### src/rtl/imem_pkg.sv
// Shared definitions for the instruction-memory boot loader.
package imem_pkg;

    localparam logic [7:0] START_BYTE     = 8'hA5;
    localparam int         DEFAULT_ADDR_W = 8;

    typedef enum logic [2:0] {
        IDLE,
        COUNT,
        DATA,
        CHECK,
        DONE,
        ERROR
    } state_t;

    // Words in a frame: a count of 0 means a full image, and counts larger
    // than the memory are clipped to its size.
    function automatic int clip_count(input logic [7:0] n, input int aw);
        int full;
        full = 1 << aw;
        if (n == 8'd0 || int'(n) > full) begin
            return full;
        end
        return int'(n);
    endfunction

endpackage

### src/rtl/loader_timeout.sv
// Inter-byte idle counter; expired is high while the count sits at TIMEOUT_CYC.
module loader_timeout #(
    parameter int TIMEOUT_CYC = 1000
) (
    input  logic clk,
    input  logic rst_n,
    input  logic clr,
    input  logic en,
    output logic expired
);

    localparam int              CNT_W = $clog2(TIMEOUT_CYC + 1);
    localparam logic [CNT_W-1:0] LIMIT = CNT_W'(TIMEOUT_CYC);

    logic [CNT_W-1:0] cnt_reg;

    // Count idle cycles while enabled, saturating at the limit.
    always_ff @(posedge clk or negedge rst_n) begin
        if (!rst_n) begin
            cnt_reg <= '0;
        end else if (clr || !en) begin
            cnt_reg <= '0;
        end else if (cnt_reg != LIMIT) begin
            cnt_reg <= cnt_reg + CNT_W'(1);
        end
    end

    assign expired = en && (cnt_reg == LIMIT);

endmodule

### src/rtl/imem_loader.sv
// Boot loader: receives a framed byte stream, writes little-endian words into
// the instruction memory and releases the CPU once the checksum matches.
module imem_loader
    import imem_pkg::*;
#(
    parameter int ADDR_W      = DEFAULT_ADDR_W,
    parameter int TIMEOUT_CYC = 1000
) (
    input  logic              clk,
    input  logic              rst_n,
    input  logic [7:0]        in_data,
    input  logic              in_valid,
    output logic              in_ready,
    output logic              mem_we,
    output logic [ADDR_W-1:0] mem_waddr,
    output logic [31:0]       mem_wdata,
    output logic              cpu_hold,
    output logic              done,
    output logic              err
);

    // One extra bit so a full image (2^ADDR_W words) is representable.
    localparam int WL_W = ADDR_W + 1;

    state_t            state_reg;
    logic [ADDR_W-1:0] word_idx_reg;
    logic [WL_W-1:0]   words_left_reg;
    logic [1:0]        byte_idx_reg;
    logic [23:0]       word_reg;       // first three bytes of the current word
    logic [7:0]        cksum_reg;

    logic accept;
    logic tmo_en;
    logic expired;

    assign accept = in_valid && in_ready;
    assign tmo_en = (state_reg == COUNT) || (state_reg == DATA) || (state_reg == CHECK);

    loader_timeout #(
        .TIMEOUT_CYC (TIMEOUT_CYC)
    ) u_timeout (
        .clk     (clk),
        .rst_n   (rst_n),
        .clr     (accept),
        .en      (tmo_en),
        .expired (expired)
    );

    // Frame FSM with word assembly, checksum and registered memory write.
    always_ff @(posedge clk or negedge rst_n) begin
        if (!rst_n) begin
            state_reg      <= IDLE;
            word_idx_reg   <= '0;
            words_left_reg <= '0;
            byte_idx_reg   <= '0;
            word_reg       <= '0;
            cksum_reg      <= '0;
            in_ready       <= 1'b1;
            mem_we         <= 1'b0;
            mem_waddr      <= '0;
            mem_wdata      <= '0;
            cpu_hold       <= 1'b1;
            done           <= 1'b0;
            err            <= 1'b0;
        end else begin
            mem_we   <= 1'b0;
            in_ready <= 1'b1;
            if (expired) begin
                // Timeout has priority; a byte arriving now is dropped.
                state_reg <= ERROR;
                err       <= 1'b1;
            end else if (accept) begin
                case (state_reg)
                    IDLE, DONE, ERROR: begin
                        if (in_data == START_BYTE) begin
                            state_reg    <= COUNT;
                            word_idx_reg <= '0;
                            byte_idx_reg <= '0;
                            cksum_reg    <= '0;
                            done         <= 1'b0;
                            err          <= 1'b0;
                            cpu_hold     <= 1'b1;
                        end
                    end
                    COUNT: begin
                        words_left_reg <= WL_W'(clip_count(in_data, ADDR_W));
                        state_reg      <= DATA;
                    end
                    DATA: begin
                        cksum_reg    <= cksum_reg ^ in_data;
                        byte_idx_reg <= byte_idx_reg + 2'd1;
                        if (byte_idx_reg == 2'd3) begin
                            mem_we         <= 1'b1;
                            in_ready       <= 1'b0;
                            mem_waddr      <= word_idx_reg;
                            mem_wdata      <= {in_data, word_reg};
                            word_idx_reg   <= word_idx_reg + ADDR_W'(1);
                            words_left_reg <= words_left_reg - WL_W'(1);
                            if (words_left_reg == WL_W'(1)) begin
                                state_reg <= CHECK;
                            end
                        end else begin
                            word_reg <= {in_data, word_reg[23:8]};
                        end
                    end
                    CHECK: begin
                        if (in_data == cksum_reg) begin
                            state_reg <= DONE;
                            done      <= 1'b1;
                            cpu_hold  <= 1'b0;
                        end else begin
                            state_reg <= ERROR;
                            err       <= 1'b1;
                        end
                    end
                    default: state_reg <= IDLE;
                endcase
            end
        end
    end

endmodule
### config.mk
export PLATFORM = sky130hd
export DESIGN_NAME = imem_loader
export DESIGN_NICKNAME = d
export VERILOG_FILES = /design/src/rtl/imem_pkg.sv /design/src/rtl/loader_timeout.sv /design/src/rtl/imem_loader.sv
export SDC_FILE = /design/constraint.sdc
export NUM_CORES = 1
export LEC_CHECK = 0
export ABC_CLOCK_PERIOD_IN_PS = 2900
export CORE_MARGIN = 5
export CORE_UTILIZATION = 56
export CTS_BUF_LIST = sky130_fd_sc_hd__clkbuf_4 sky130_fd_sc_hd__clkbuf_8 sky130_fd_sc_hd__clkbuf_16
export CTS_CLUSTER_SIZE = 24
export DETAILED_ROUTE_END_ITERATION = 7
export HOLD_SLACK_MARGIN = 0.08
export PLACE_DENSITY = 0.79
export SLEW_MARGIN = 20
export SYNTH_ARGS = -nofsm -noshare
export SYNTH_HDL_FRONTEND = slang
export SYNTH_SLANG_ARGS = --single-unit
### constraint.sdc
create_clock -name clk -period 2.9 [get_ports clk]
set_clock_uncertainty 0.2 [all_clocks]
set_input_delay 0.29 -clock clk [delete_from_list [all_inputs] [get_ports clk]]
set_output_delay 0.29 -clock clk [all_outputs]
set_load 0.05 [all_outputs]
==> metrics.md, run 1 <==
| Metric | Value |
|---|---|
| Post-route DRC | 0 |
| Final Util | 0.673 |
| Layout cells sized above 1 | 0.233 |
| Later-pin clock latency in the skew report | 380 ps |
| Post-DP Area | 5860 sq um |
| Top cells by area, synth | dfrtp_1, mux2_2, xnor2_1 |
| HPWL after detailed placement | 7580 um |
| Max reg flops | 32 |
| Die Y | 106 um |
| FF+latch count, synth | 109 |
| CTS Sinks | 109 |
| Nets | 510 |
| CTS root buffer | clkbuf_8 |
| Mapped Area | 5120 sq um |
| Core ar. | 9060 sq um |
| Synth cell count leaders | dfrtp_1, mux2_2, clkbuf_1, nand2_1 |
| Clock Pin Slew Worst Setup and Hold Paths | 120 ps |
| N_diodes | 0 |
| Synthesized area per cell | 11.8 sq um |
| Synth area leader | dfrtp_1 |
| Maximum root-to-sink buffer count | 2 |
| Clock network fraction of design power | 0.181 |
| Post-synthesis sequential area ratio | 0.533 |
| Initial Utilization | 0.565 |
| Power share of the sequential group | 0.422 |
| Most common cell in the netlist | dfrtp_1 |
| Sw power | 2.25 mW |
| WS Path Type | reg2reg |
| Minimum clock period | 2380 ps |
| ANT nets after route | 0 |
| Syn. warnings | 0 |
| Final period utilization | 0.821 |
| Final std cells w/o fill | 609 |
| Via count | 3721 |
| Setup ws final | 520 ps |
| Die width | 106 um |
| GRT overflow | 0 |
| Cells after DPL | 592 |
| First-pass GRT wire length | 19200 um |
| CTS tree | yes |
| Fmax | 420 MHz |
| Initial drt markers | 247 |
| Status | complete, no violations |
| Pre-CTS WS | 364 ps |
| Comb power frac | 0.397 |
| Num CTS Buffers | 9 |
| CP required | 2970 ps |
| Arr. time, crit path | 2450 ps |
| Vias in the first global route | 3788 |
| Port bufs | 55 |
| Total Power | 5.63 mW |
| Area Growth Syn to Fin | 19.0% |
| Crit Path Max Fanout | 22 |
| Hold Vio Cnt, Final | 0 |
| Row count | 35 |
| RSZ-0062 raised after global routing | false |
| Die area | 11200 sq um |
| Sum of negative setup slack | 0 ps |
| Gr usage total | 0.210 |
| Pwr per Cell Area | 923 nW/um^2 |
| Internal | 3.38 mW |
| VDD IR max | 0.000452 V |
| Async set or reset register ratio after synthesis | 1.00 |
| Initial antenna violation count | 0 |
| Most used flip-flop cell after synthesis | dfrtp_1 |
| Yosys top cell area share | 0.522 |
| Post-CTS resize count | 0 |
| Net Count, Synth | 450 |
| Leakage | 2.65 nW |
| Top Ports | 56 |
| # Max-Cap Violations | 0 |
| Drt total wl | 10900 um |
| Via density | 6.11 |
| Hold WS | 196 ps |
| Post-Synthesis Cells | 433 |
| First-pass DRT Iterations | 4 |
| Largest net degree at the start of global routing | 52 |
| Max-slew violation count | 0 |
| Slew margin rel. | 0.645 |
| Post-synthesis cell type count | 64 |
| Switching portion of total power | 0.399 |
| CP Launch Type | flop |
| # setup viols final | 0 |
| GPL Wtd Cong | 0.832 |
| CP endpoint kind | flop |
| Number of synthesized flops with an enable pin | 0 |
| Worst Hold Class | in2async |
| H-tree depth | 3 |
| Fin area | 6100 sq um |
| Measured slew at the worst slew-check pin | 530 ps |
| Post-DR wirelength/cell | 17.9 um |
final timing paths:
kind                              startpoint  cells after the start       endpoint  slack, ps
max in group asynchronous              rst_n                      3       cpu_hold       1620
worst min-delay path                   rst_n                      2  mem_wdata[24]        200
worst min register to register   word_reg[0]                      1   mem_wdata[0]        300
worst max-delay path            state_reg[2]                      5  mem_wdata[15]        520
min in group clk                 word_reg[0]                      1   mem_wdata[0]        300
worst max register to register  state_reg[2]                      5  mem_wdata[15]        520
layer usage:
metal,routed length (um),global-route usage
met1,4940,0.291
met2,5390,0.346
met3,446,0.0306
met4,133,0.0583
met5,0,0
power by group through the flow:
stage	clock network, mW	logic, mW	registers, mW
final	1.02	2.24	2.37
after floorplan	0	1.08	2.83
after global placement	0	2.17	2.36
after detailed placement	0	2.25	2.40
after CTS	1.04	2.25	2.37
after global routing	1.10	2.41	2.46
cell usage in the layout (no fill, tap or decap), types with 3 or more instances in the layout:
cell and count:
clkbuf_8 9, a21oi_1 16, or3_1 3, nand3_1 13, buf_4 18, nor2b_1 7
nand4_1 9, o2bb2ai_1 8, o31ai_1 6, a31oi_1 15, xnor2_1 12, a221o_1 8
and3_1 3, dfrtp_1 107, o21ai_0 8, clkdlybuf4s50_1 54, nand3b_1 3, nor3_1 5
nor2_1 13, inv_1 16, nand2_1 17, mux2_2 65, nand2b_1 4, nor4_1 15
ha_1 6
what timing repair did:
item,4_1_cts,5_1_grt
hold endpoints to repair,42,0
buffers inserted,0,0
hold buffers,1,0
final cells by class:
| class | instances | area, sq um |
|---|---|---|
| fillers | 689 | 2970 |
| well taps | 111 | 139 |
| clock buffers | 9 | 124 |
| flip-flops and latches | 109 | 2730 |
| repair buffers | 75 | 726 |
| clock inverters | 7 | 103 |
| inverters | 17 | 63.8 |
| multi-input cells | 281 | 2210 |
logic make-up (layout without fill, tap and decap cells):
| group | after synthesis | in the layout | synth area share |
|---|---|---|---|
| flops | 109 | 109 | 0.533 |
| buf+inv | 43 | 108 | 0.0366 |
| xor+xnor | 14 | 14 | 0.0239 |
| mux | 67 | 67 | 0.147 |
| fa+ha+maj | 6 | 6 | 0.0146 |
| compound gates | 82 | 82 | 0.114 |
| simple gates | 112 | 112 | 0.131 |
critical path, stage by stage (launching register included):
cell     delay, ps
dfrtp_1        510
nor3b_1        280
and2_1         350
nand2_1        150
inv_2          370
mux2_2         400
(Power assumes the default switching activity.)
==> inputs of run 2 (changes only) <==
--- a/config.mk
+++ b/config.mk
@@ -5,14 +5,14 @@
 export SDC_FILE = /design/constraint.sdc
 export NUM_CORES = 1
 export LEC_CHECK = 0
-export ABC_CLOCK_PERIOD_IN_PS = 2900
+export ABC_CLOCK_PERIOD_IN_PS = 1900
 export CORE_MARGIN = 5
-export CORE_UTILIZATION = 56
+export CORE_UTILIZATION = 51
 export CTS_BUF_LIST = sky130_fd_sc_hd__clkbuf_4 sky130_fd_sc_hd__clkbuf_8 sky130_fd_sc_hd__clkbuf_16
 export CTS_CLUSTER_SIZE = 24
 export DETAILED_ROUTE_END_ITERATION = 7
 export HOLD_SLACK_MARGIN = 0.08
-export PLACE_DENSITY = 0.79
+export PLACE_DENSITY = 0.76
 export SLEW_MARGIN = 20
 export SYNTH_ARGS = -nofsm -noshare
 export SYNTH_HDL_FRONTEND = slang
==> constraint.sdc (replaced) <==
create_clock -name clk -period 1.9 [get_ports clk]
set_clock_uncertainty 0.2 [all_clocks]
set_input_delay 0.19 -clock clk [delete_from_list [all_inputs] [get_ports clk]]
set_output_delay 0.19 -clock clk [all_outputs]
set_load 0.05 [all_outputs]
==> run 2 against run 1 <==
  * The run now ends with negative setup slack left
  * Cell count up 13%
  * Sequential cell count unchanged
  * Total power up 62%
  * Worst setup slack worse by 640 ps
  * Worst hold slack worse by 29 ps
  * Sequential power up 53%
  * Routed wire length up 16%
  * Design area up 12%
  * Largest cell class unchanged
==> metrics.md, run 2 (synthesis results as in run 1) <==
| Metric | Value |
|---|---|
| Slowest cell on the critical path | or3b_4 (was dfrtp_1) |
| H-tree depth | 3 (unchanged) |
| Final Util | 0.696 (was 0.673) |
| Clock Pin Slew Worst Setup and Hold Paths | 100 ps (was 120 ps) |
| Via count | 4041 (was 3721) |
| Via density | 5.85 (was 6.11) |
| # Max-Cap Violations | 0 (unchanged) |
| HPWL after detailed placement | 8270 um (was 7580 um) |
| Measured slew at the worst slew-check pin | 546 ps (was 530 ps) |
| Vias in the first global route | 3972 (was 3788) |
| Num CTS Buffers | 9 (unchanged) |
| Area Growth Syn to Fin | 32.8% (was 19.0%) |
| Initial drt markers | 209 (was 247) |
| Slew margin rel. | 0.635 (was 0.645) |
| Post-DR wirelength/cell | 18.2 um (was 17.9 um) |
| RR Startpoint | state_reg[0] (was state_reg[2]) |
| Hold Vio Cnt, Final | 0 (unchanged) |
| VDD IR max | 0.000830 V (was 0.000452 V) |
| Fill cell count | 715 (was 689) |
| Met3 usage | 0.0303 (was 0.0306) |
| Port bufs | 55 (unchanged) |
| Nets | 571 (was 510) |
| Worst flop-to-flop path endpoint | word_reg[8] (was mem_wdata[15]) |
| First-pass GRT wire length | 19600 um (was 19200 um) |
| Leakage | 3.20 nW (was 2.65 nW) |
| Max incr delay on CP | 440 ps (was 510 ps) |
| Fmax | 494 MHz (was 420 MHz) |
| Gr usage total | 0.208 (was 0.210) |
| Hold WS | 167 ps (was 196 ps) |
| Cells after DPL | 656 (was 592) |
| Die Y | 110 um (was 106 um) |
| Largest net degree at the start of global routing | 38 (was 52) |
| Row count | 36 (was 35) |
| CTS root buffer | clkbuf_8 (unchanged) |
| Comb power frac | 0.467 (was 0.397) |
| CTS Sinks | 109 (unchanged) |
| Commonest non-fill, non-tap cells in the layout | dfrtp_1, buf_4, mux2_2, mux2_4, dlygate4sd2_1 (was dfrtp_1, mux2_2, clkdlybuf4s50_1, buf_4, nand2_1) |
| GRT overflow | 0 (unchanged) |
| CP Buf/Inv Count | 2 (was 1) |
| CP endpoint kind | flop (unchanged) |
| R2R Setup Slk | -120 ps (was 520 ps) |
| Later-pin clock latency in the skew report | 370 ps (was 380 ps) |
| Max-slew violation count | 0 (unchanged) |
| Worst R2R Path Depth | 5 (unchanged) |
| Final std cells w/o fill | 691 (was 609) |
| Internal | 5.54 mW (was 3.38 mW) |
| Crit path depth | 5 (unchanged) |
| Power share of the sequential group | 0.396 (was 0.422) |
| WS Path Type | reg2reg (unchanged) |
| Layout cells sized above 1 | 0.401 (was 0.233) |
| Drt total wl | 12600 um (was 10900 um) |
| Met2 usage | 0.347 (was 0.346) |
| GR Layer Usage met1 | 0.280 (was 0.291) |
| Crit Path Max Fanout | 6 (was 22) |
| Max reg flops | 32 (unchanged) |
| CP cell instances | or3b_4 -> nor3_4 -> buf_12 -> buf_6 -> mux2_2 (was nor3b_1 -> and2_1 -> nand2_1 -> inv_2 -> mux2_2) |
| Sw power | 3.60 mW (was 2.25 mW) |
| Post-route DRC | 0 (unchanged) |
| Clock network fraction of design power | 0.138 (was 0.181) |
| Initial Utilization | 0.524 (was 0.565) |
| CTS tree | yes (unchanged) |
| Core ar. | 9770 sq um (was 9060 sq um) |
| Pre-CTS WS | -490 ps (was 364 ps) |
| Maximum root-to-sink buffer count | 2 (unchanged) |
| Failing checks | negative setup slack |
| Minimum clock period | 2020 ps (was 2380 ps) |
| # setup viols final | 75 (was 0) |
| Final period utilization | 1.06 (was 0.821) |
| Status | finished, violations left (was complete, no violations) |
| Die area | 12200 sq um (was 11200 sq um) |
| GPL Wtd Cong | 0.825 (was 0.832) |
| Arr. time, crit path | 2090 ps (was 2450 ps) |
| First-pass DRT Iterations | 5 (was 4) |
| Die width | 110 um (was 106 um) |
| Switching portion of total power | 0.394 (was 0.399) |
| ANT nets after route | 0 (unchanged) |
| Crit path max-delay family | simple AND/OR/NAND/NOR gates (unchanged) |
| CP Launch Type | flop (unchanged) |
| CP required | 1960 ps (was 2970 ps) |
| Top Ports | 56 (unchanged) |
| RSZ-0062 raised after global routing | true (was false) |
| Initial antenna violation count | 0 (unchanged) |
| Worst Hold Class | in2async (unchanged) |
| Pwr per Cell Area | 1340 nW/um^2 (was 923 nW/um^2) |
| Commonest non-fill, non-tap cell in the layout | dfrtp_1 (unchanged) |
| N_diodes | 0 (unchanged) |
| Setup ws final | -122 ps (was 520 ps) |
| Layer with the highest usage | met2 (unchanged) |
==> run 2: cell count changes in the layout (fill, tap and decap cells not counted), moves of 3 or more <==
| cell | previous run | this run |
|---|---|---|
| mux2_4 | 0 | 19 |
| nand2_4 | 0 | 3 |
| buf_6 | 0 | 6 |
| dlygate4sd2_1 | 0 | 18 |
| mux2_2 | 65 | 46 |
| nand2_1 | 17 | 13 |
| clkdlybuf4s50_1 | 54 | 9 |
| buf_12 | 2 | 7 |
| buf_4 | 18 | 89 |
==> run 2: per-stage QoR <==
stage,power [mW],instance area (sq um),setup TNS [ps]
final,9.14,6810,-5380
after global routing,9.63,6810,-8700
after CTS,8.72,6550,-3900
after detailed placement,7.34,6170,-18530
after global placement,7.18,6170,-17210
after floorplan,6.04,5180,-9910
==> run 2: worst max path at each step <==
stage / slack (ps) / start / endpoint
global placement: -440 / in_data[1] / cksum_reg[6]
finish: -120 / state_reg[0] / word_reg[8]
detailed placement: -490 / in_data[1] / cksum_reg[7]
floorplan: -230 / u_timeout.cnt_reg[8] / cksum_reg[0]
CTS: -120 / state_reg[1] / cksum_reg[7]
global route: -140 / u_timeout.cnt_reg[8] / cksum_reg[2]
==> run 2: power by group through the flow <==
stage | logic (mW) | registers, mW | clock network, mW
2_1_floorplan | 1.71 | 4.32 | 0
3_3_place_gp | 3.61 | 3.57 | 0
3_5_place_dp | 3.72 | 3.62 | 0
4_1_cts | 3.84 | 3.58 | 1.29
5_1_grt | 4.53 | 3.71 | 1.39
6_report | 4.26 | 3.62 | 1.26
==> run 2: timing repair <==
action | CTS | global route
gates resized for setup | 42 | 36
pin swaps | 6 | 3
endpoints found under the hold margin | 109 | 0
buffers inserted | 8 | 4
hold buffers | 2 | 0
setup endpoints to repair | 99 | 93
cloned | 3 | 3
==> run 2: worst register-to-register path, cell delays in order (launching register included) <==
cell     delay (ps)
dfrtp_1         430
or3b_4          440
nor3_4          230
buf_12          150
buf_6           140
mux2_2          330
==> run 2: area by class of cell <==
type | instances | area, sq um | area share
flip-flops and latches | 109 | 2730 | 0.402
multi-input cells | 282 | 2420 | 0.356
repair buffers | 135 | 1250 | 0.183
well taps | 133 | 166 | 0.0245
clock buffers | 10 | 131 | 0.0193
inverters | 17 | 66.3 | 0.00974
clock inverters | 5 | 36.3 | 0.00533
==> run 2: metal layers <==
metal | vias up | routed length (um)
met5 | - | 0
met4 | 0 | 239
met3 | 17 | 671
met2 | 138 | 6350
met1 | 2043 | 5340
li1 | 1843 | -
==> inputs of run 3 (changes only) <==
--- a/config.mk
+++ b/config.mk
@@ -7,13 +7,14 @@
 export LEC_CHECK = 0
 export ABC_CLOCK_PERIOD_IN_PS = 1900
 export CORE_MARGIN = 5
-export CORE_UTILIZATION = 51
+export CORE_UTILIZATION = 35
 export CTS_BUF_LIST = sky130_fd_sc_hd__clkbuf_4 sky130_fd_sc_hd__clkbuf_8 sky130_fd_sc_hd__clkbuf_16
 export CTS_CLUSTER_SIZE = 24
 export DETAILED_ROUTE_END_ITERATION = 7
 export HOLD_SLACK_MARGIN = 0.08
-export PLACE_DENSITY = 0.76
+export RECOVER_POWER = 100
 export SLEW_MARGIN = 20
 export SYNTH_ARGS = -nofsm -noshare
 export SYNTH_HDL_FRONTEND = slang
+export SYNTH_HIERARCHICAL = 1
 export SYNTH_SLANG_ARGS = --single-unit
==> run 3 against run 2 <==
  * Sequential cell count unchanged
  * Combinational power increased by 2%
  * Global-route usage fell by 5.6 points
  * Sequential power rose by 2%
  * Worst hold slack lost 39 ps
  * Critical endpoint is now word_idx_reg[3]
  * The run still ends with negative setup slack left
  * Synthesized cell count shrank 0.92%
  * Largest power group unchanged
  * Routed wire length decreased by 5.2%
  * Core utilization down 22 points
==> metrics.md, run 3 <==
| Metric | Value |
|---|---|
| Layer with the highest usage | met2 (unchanged) |
| CTS root buffer | clkbuf_16 (was clkbuf_8) |
| Synthesized area per cell | 11.7 sq um (was 11.8 sq um) |
| Sw power | 4.04 mW (was 3.60 mW) |
| Number of synthesized flops with an enable pin | 0 (unchanged) |
| Layout cells sized above 1 | 0.347 (was 0.401) |
| Failing checks | negative setup slack (unchanged) |
| Net Count, Synth | 446 (was 450) |
| Power share of the sequential group | 0.371 (was 0.396) |
| Clock network fraction of design power | 0.191 (was 0.138) |
| Post-synthesis cell type count | 62 (was 64) |
| First-pass GRT wire length | 20200 um (was 19600 um) |
| Gr usage total | 0.152 (was 0.208) |
| Internal | 5.87 mW (was 5.54 mW) |
| Syn. warnings | 6 (was 0) |
| GRT overflow | 0 (unchanged) |
| Area Growth Syn to Fin | 33.4% (was 32.8%) |
| Crit path max-delay family | simple AND/OR/NAND/NOR gates (unchanged) |
| Max incr delay on CP | 510 ps (was 440 ps) |
| Later-pin clock latency in the skew report | 360 ps (was 370 ps) |
| ANT nets after route | 0 (unchanged) |
| Comb power frac | 0.438 (was 0.467) |
| # setup viols final | 96 (was 75) |
| Top Ports | 56 (unchanged) |
| Initial Utilization | 0.359 (was 0.524) |
| Final Util | 0.479 (was 0.696) |
| Worst Hold Class | in2async (unchanged) |
| Fill cell count | 1285 (was 715) |
| Num CTS Buffers | 9 (unchanged) |
| Drt total wl | 11900 um (was 12600 um) |
| Switching portion of total power | 0.408 (was 0.394) |
| # Max-Cap Violations | 0 (unchanged) |
| Post-synthesis sequential area ratio | 0.543 (was 0.533) |
| CP cell instances | inv_2 -> ha_1 -> nand4b_1 -> nor4b_4 -> and2_4 -> and3b_2 -> buf_4 -> nand2_4 -> or4_1 -> a21oi_2 (was or3b_4 -> nor3_4 -> buf_12 -> buf_6 -> mux2_2) |
| Vias in the first global route | 3904 (was 3972) |
| Post-route DRC | 0 (unchanged) |
| CP endpoint kind | flop (unchanged) |
| Final period utilization | 1.27 (was 1.06) |
| Initial drt markers | 241 (was 209) |
| CTS tree | yes (unchanged) |
| FF+latch count, synth | 109 (unchanged) |
| WS Path Type | reg2reg (unchanged) |
| Top cells by area, synth | dfrtp_1, mux2_2, nand2_1 (was dfrtp_1, mux2_2, xnor2_1) |
| Hold Vio Cnt, Final | 0 (unchanged) |
| Via count | 3835 (was 4041) |
| Post-DR wirelength/cell | 16.1 um (was 18.2 um) |
| Die width | 130 um (was 110 um) |
| Most used flip-flop cell after synthesis | dfrtp_1 (unchanged) |
| Slowest cell on the critical path | or4_1 (was or3b_4) |
| Fmax | 414 MHz (was 494 MHz) |
| Synth area leader | dfrtp_1 (unchanged) |
| Yosys top cell area share | 0.533 (was 0.522) |
| Crit Path Max Fanout | 7 (was 6) |
| Most common cell in the netlist | dfrtp_1 (unchanged) |
| Arr. time, crit path | 2500 ps (was 2090 ps) |
| Pwr per Cell Area | 1480 nW/um^2 (was 1340 nW/um^2) |
| Nets | 574 (was 571) |
| Die Y | 130 um (was 110 um) |
| CP Buf/Inv Count | 2 (unchanged) |
| Post-Synthesis Cells | 429 (was 433) |
| Maximum root-to-sink buffer count | 2 (unchanged) |
| VDD IR max | 0.000842 V (was 0.000830 V) |
| Mapped Area | 5030 sq um (was 5120 sq um) |
| Max-slew violation count | 0 (unchanged) |
| First-pass DRT Iterations | 4 (was 5) |
| RR Startpoint | u_timeout/cnt_reg[0] (was state_reg[0]) |
| GPL Wtd Cong | 0.813 (was 0.825) |
| N_diodes | 0 (unchanged) |
| CTS Sinks | 109 (unchanged) |
| GR Layer Usage met1 | 0.209 (was 0.280) |
| Die area | 16900 sq um (was 12200 sq um) |
| Initial antenna violation count | 0 (unchanged) |
| H-tree depth | 3 (unchanged) |
| CP Launch Type | flop (unchanged) |
| RSZ-0062 raised after global routing | true (unchanged) |
| Commonest non-fill, non-tap cells in the layout | dfrtp_1, buf_4, mux2_2, nand2_1, clkbuf_1 (was dfrtp_1, buf_4, mux2_2, mux2_4, dlygate4sd2_1) |
| Row count | 43 (was 36) |
| CP required | 1990 ps (was 1960 ps) |
| Fin area | 6710 sq um (was 6810 sq um) |
| Largest net degree at the start of global routing | 40 (was 38) |
| CP startpoint | u_timeout/cnt_reg[0] (was state_reg[0]) |
| Commonest non-fill, non-tap cell in the layout | dfrtp_1 (unchanged) |
| Core ar. | 14000 sq um (was 9770 sq um) |
| Measured slew at the worst slew-check pin | 848 ps (was 546 ps) |
| Met3 usage | 0.0401 (was 0.0303) |
| Post-DP Area | 6360 sq um (was 6170 sq um) |
| Minimum clock period | 2420 ps (was 2020 ps) |
| Setup ws final | -518 ps (was -122 ps) |
| Max reg flops | 32 (unchanged) |
| Status | finished, violations left (unchanged) |
| Clock Pin Slew Worst Setup and Hold Paths | 80 ps (was 100 ps) |
| Via density | 5.17 (was 5.85) |
| Synth cell count leaders | dfrtp_1, mux2_2, nand2_1 (was dfrtp_1, mux2_2, clkbuf_1, nand2_1) |
| Met2 usage | 0.237 (was 0.347) |
| HPWL after detailed placement | 8440 um (was 8270 um) |
| Leakage | 3.06 nW (was 3.20 nW) |
| Async set or reset register ratio after synthesis | 1.00 (unchanged) |
| Port bufs | 55 (unchanged) |
| Slew margin rel. | 0.434 (was 0.635) |
run 3: cell types whose count changed after synthesis, moves of 6 or more:
cell,delta
nand3_1,-6
nor4_1,-12
nand2_1,+18
nor3_1,+6
o21ai_0,+7
o31ai_1,+7
a221o_1,-7
a31oi_1,-12
o21ai_1,+8
inv_1,-7
nor2_1,+6
run 3: power groups by stage:
stage	clock network (mW)	registers (mW)	logic [mW]
after global placement	0	3.68	4.28
after CTS	1.96	3.68	4.46
after floorplan	0	4.56	1.90
after detailed placement	0	3.73	4.37
after global routing	2.05	3.80	4.71
final	1.89	3.68	4.34
run 3: final timing paths:
path,endpoint,slack [ps],cells past startpoint
hold reg to reg,cksum_reg[3],300,1
max in group asynchronous,cpu_hold,380,3
setup / recovery,word_idx_reg[3],-520,10
hold / removal,mem_wdata[13],130,2
setup reg to reg,word_idx_reg[3],-520,10
min in group clk,cksum_reg[6],130,4
run 3: per-stage QoR:
stage          hold slack [ps]  instances  worst slack [ps]  power (mW)  TNS [ps]
6_report                   129        742              -518        9.91    -39580
5_1_grt                    131        742              -647        10.6    -51070
4_1_cts                    200        741              -512        10.1    -39190
3_5_place_dp             -92.1        716              -572        8.10    -46050
3_3_place_gp             -91.7        716              -509        7.96    -41460
2_1_floorplan             -306        429              -679        6.47    -53260
run 3: final cells by class:
class / count / area (sq um) / area share
clock buffer: 9 / 225 / 0.0336
clock inverter: 7 / 72.6 / 0.0108
inverter: 9 / 33.8 / 0.00504
multi-input combinational: 291 / 2380 / 0.354
sequential: 109 / 2730 / 0.407
tap: 180 / 225 / 0.0336
timing repair buffer: 137 / 1040 / 0.155
run 3: cell families after synthesis:
logic type / Yosys count / share of synthesized area
AOI/OAI and AO/OA: 88 / 0.116
xor gates and xnor gates: 10 / 0.0174
adders and majority gates: 6 / 0.0149
buffers and inverters: 30 / 0.0236
DFF: 109 / 0.543
muxes: 68 / 0.151
and+or+nand+nor: 118 / 0.133
run 3: timing repair:
| item | CTS | global route |
|---|---|---|
| buffers inserted | 6 | 2 |
| cloned | 1 | 0 |
| pin swaps | 7 | 2 |
| hold endpoints to repair | 108 | 0 |
| setup endpoints to repair | 116 | 117 |
| hold buffers | 2 | 0 |
| gates resized for setup | 44 | 22 |
run 3: per-layer routing:
| layer | vias up | share of wire | routed length, um |
|---|---|---|---|
| met5 | - | 0 | 0 |
| met4 | 0 | 0.016 | 187 |
| met3 | 18 | 0.054 | 643 |
| met2 | 91 | 0.46 | 5500 |
| met1 | 1891 | 0.47 | 5610 |
| li1 | 1835 | - | - |
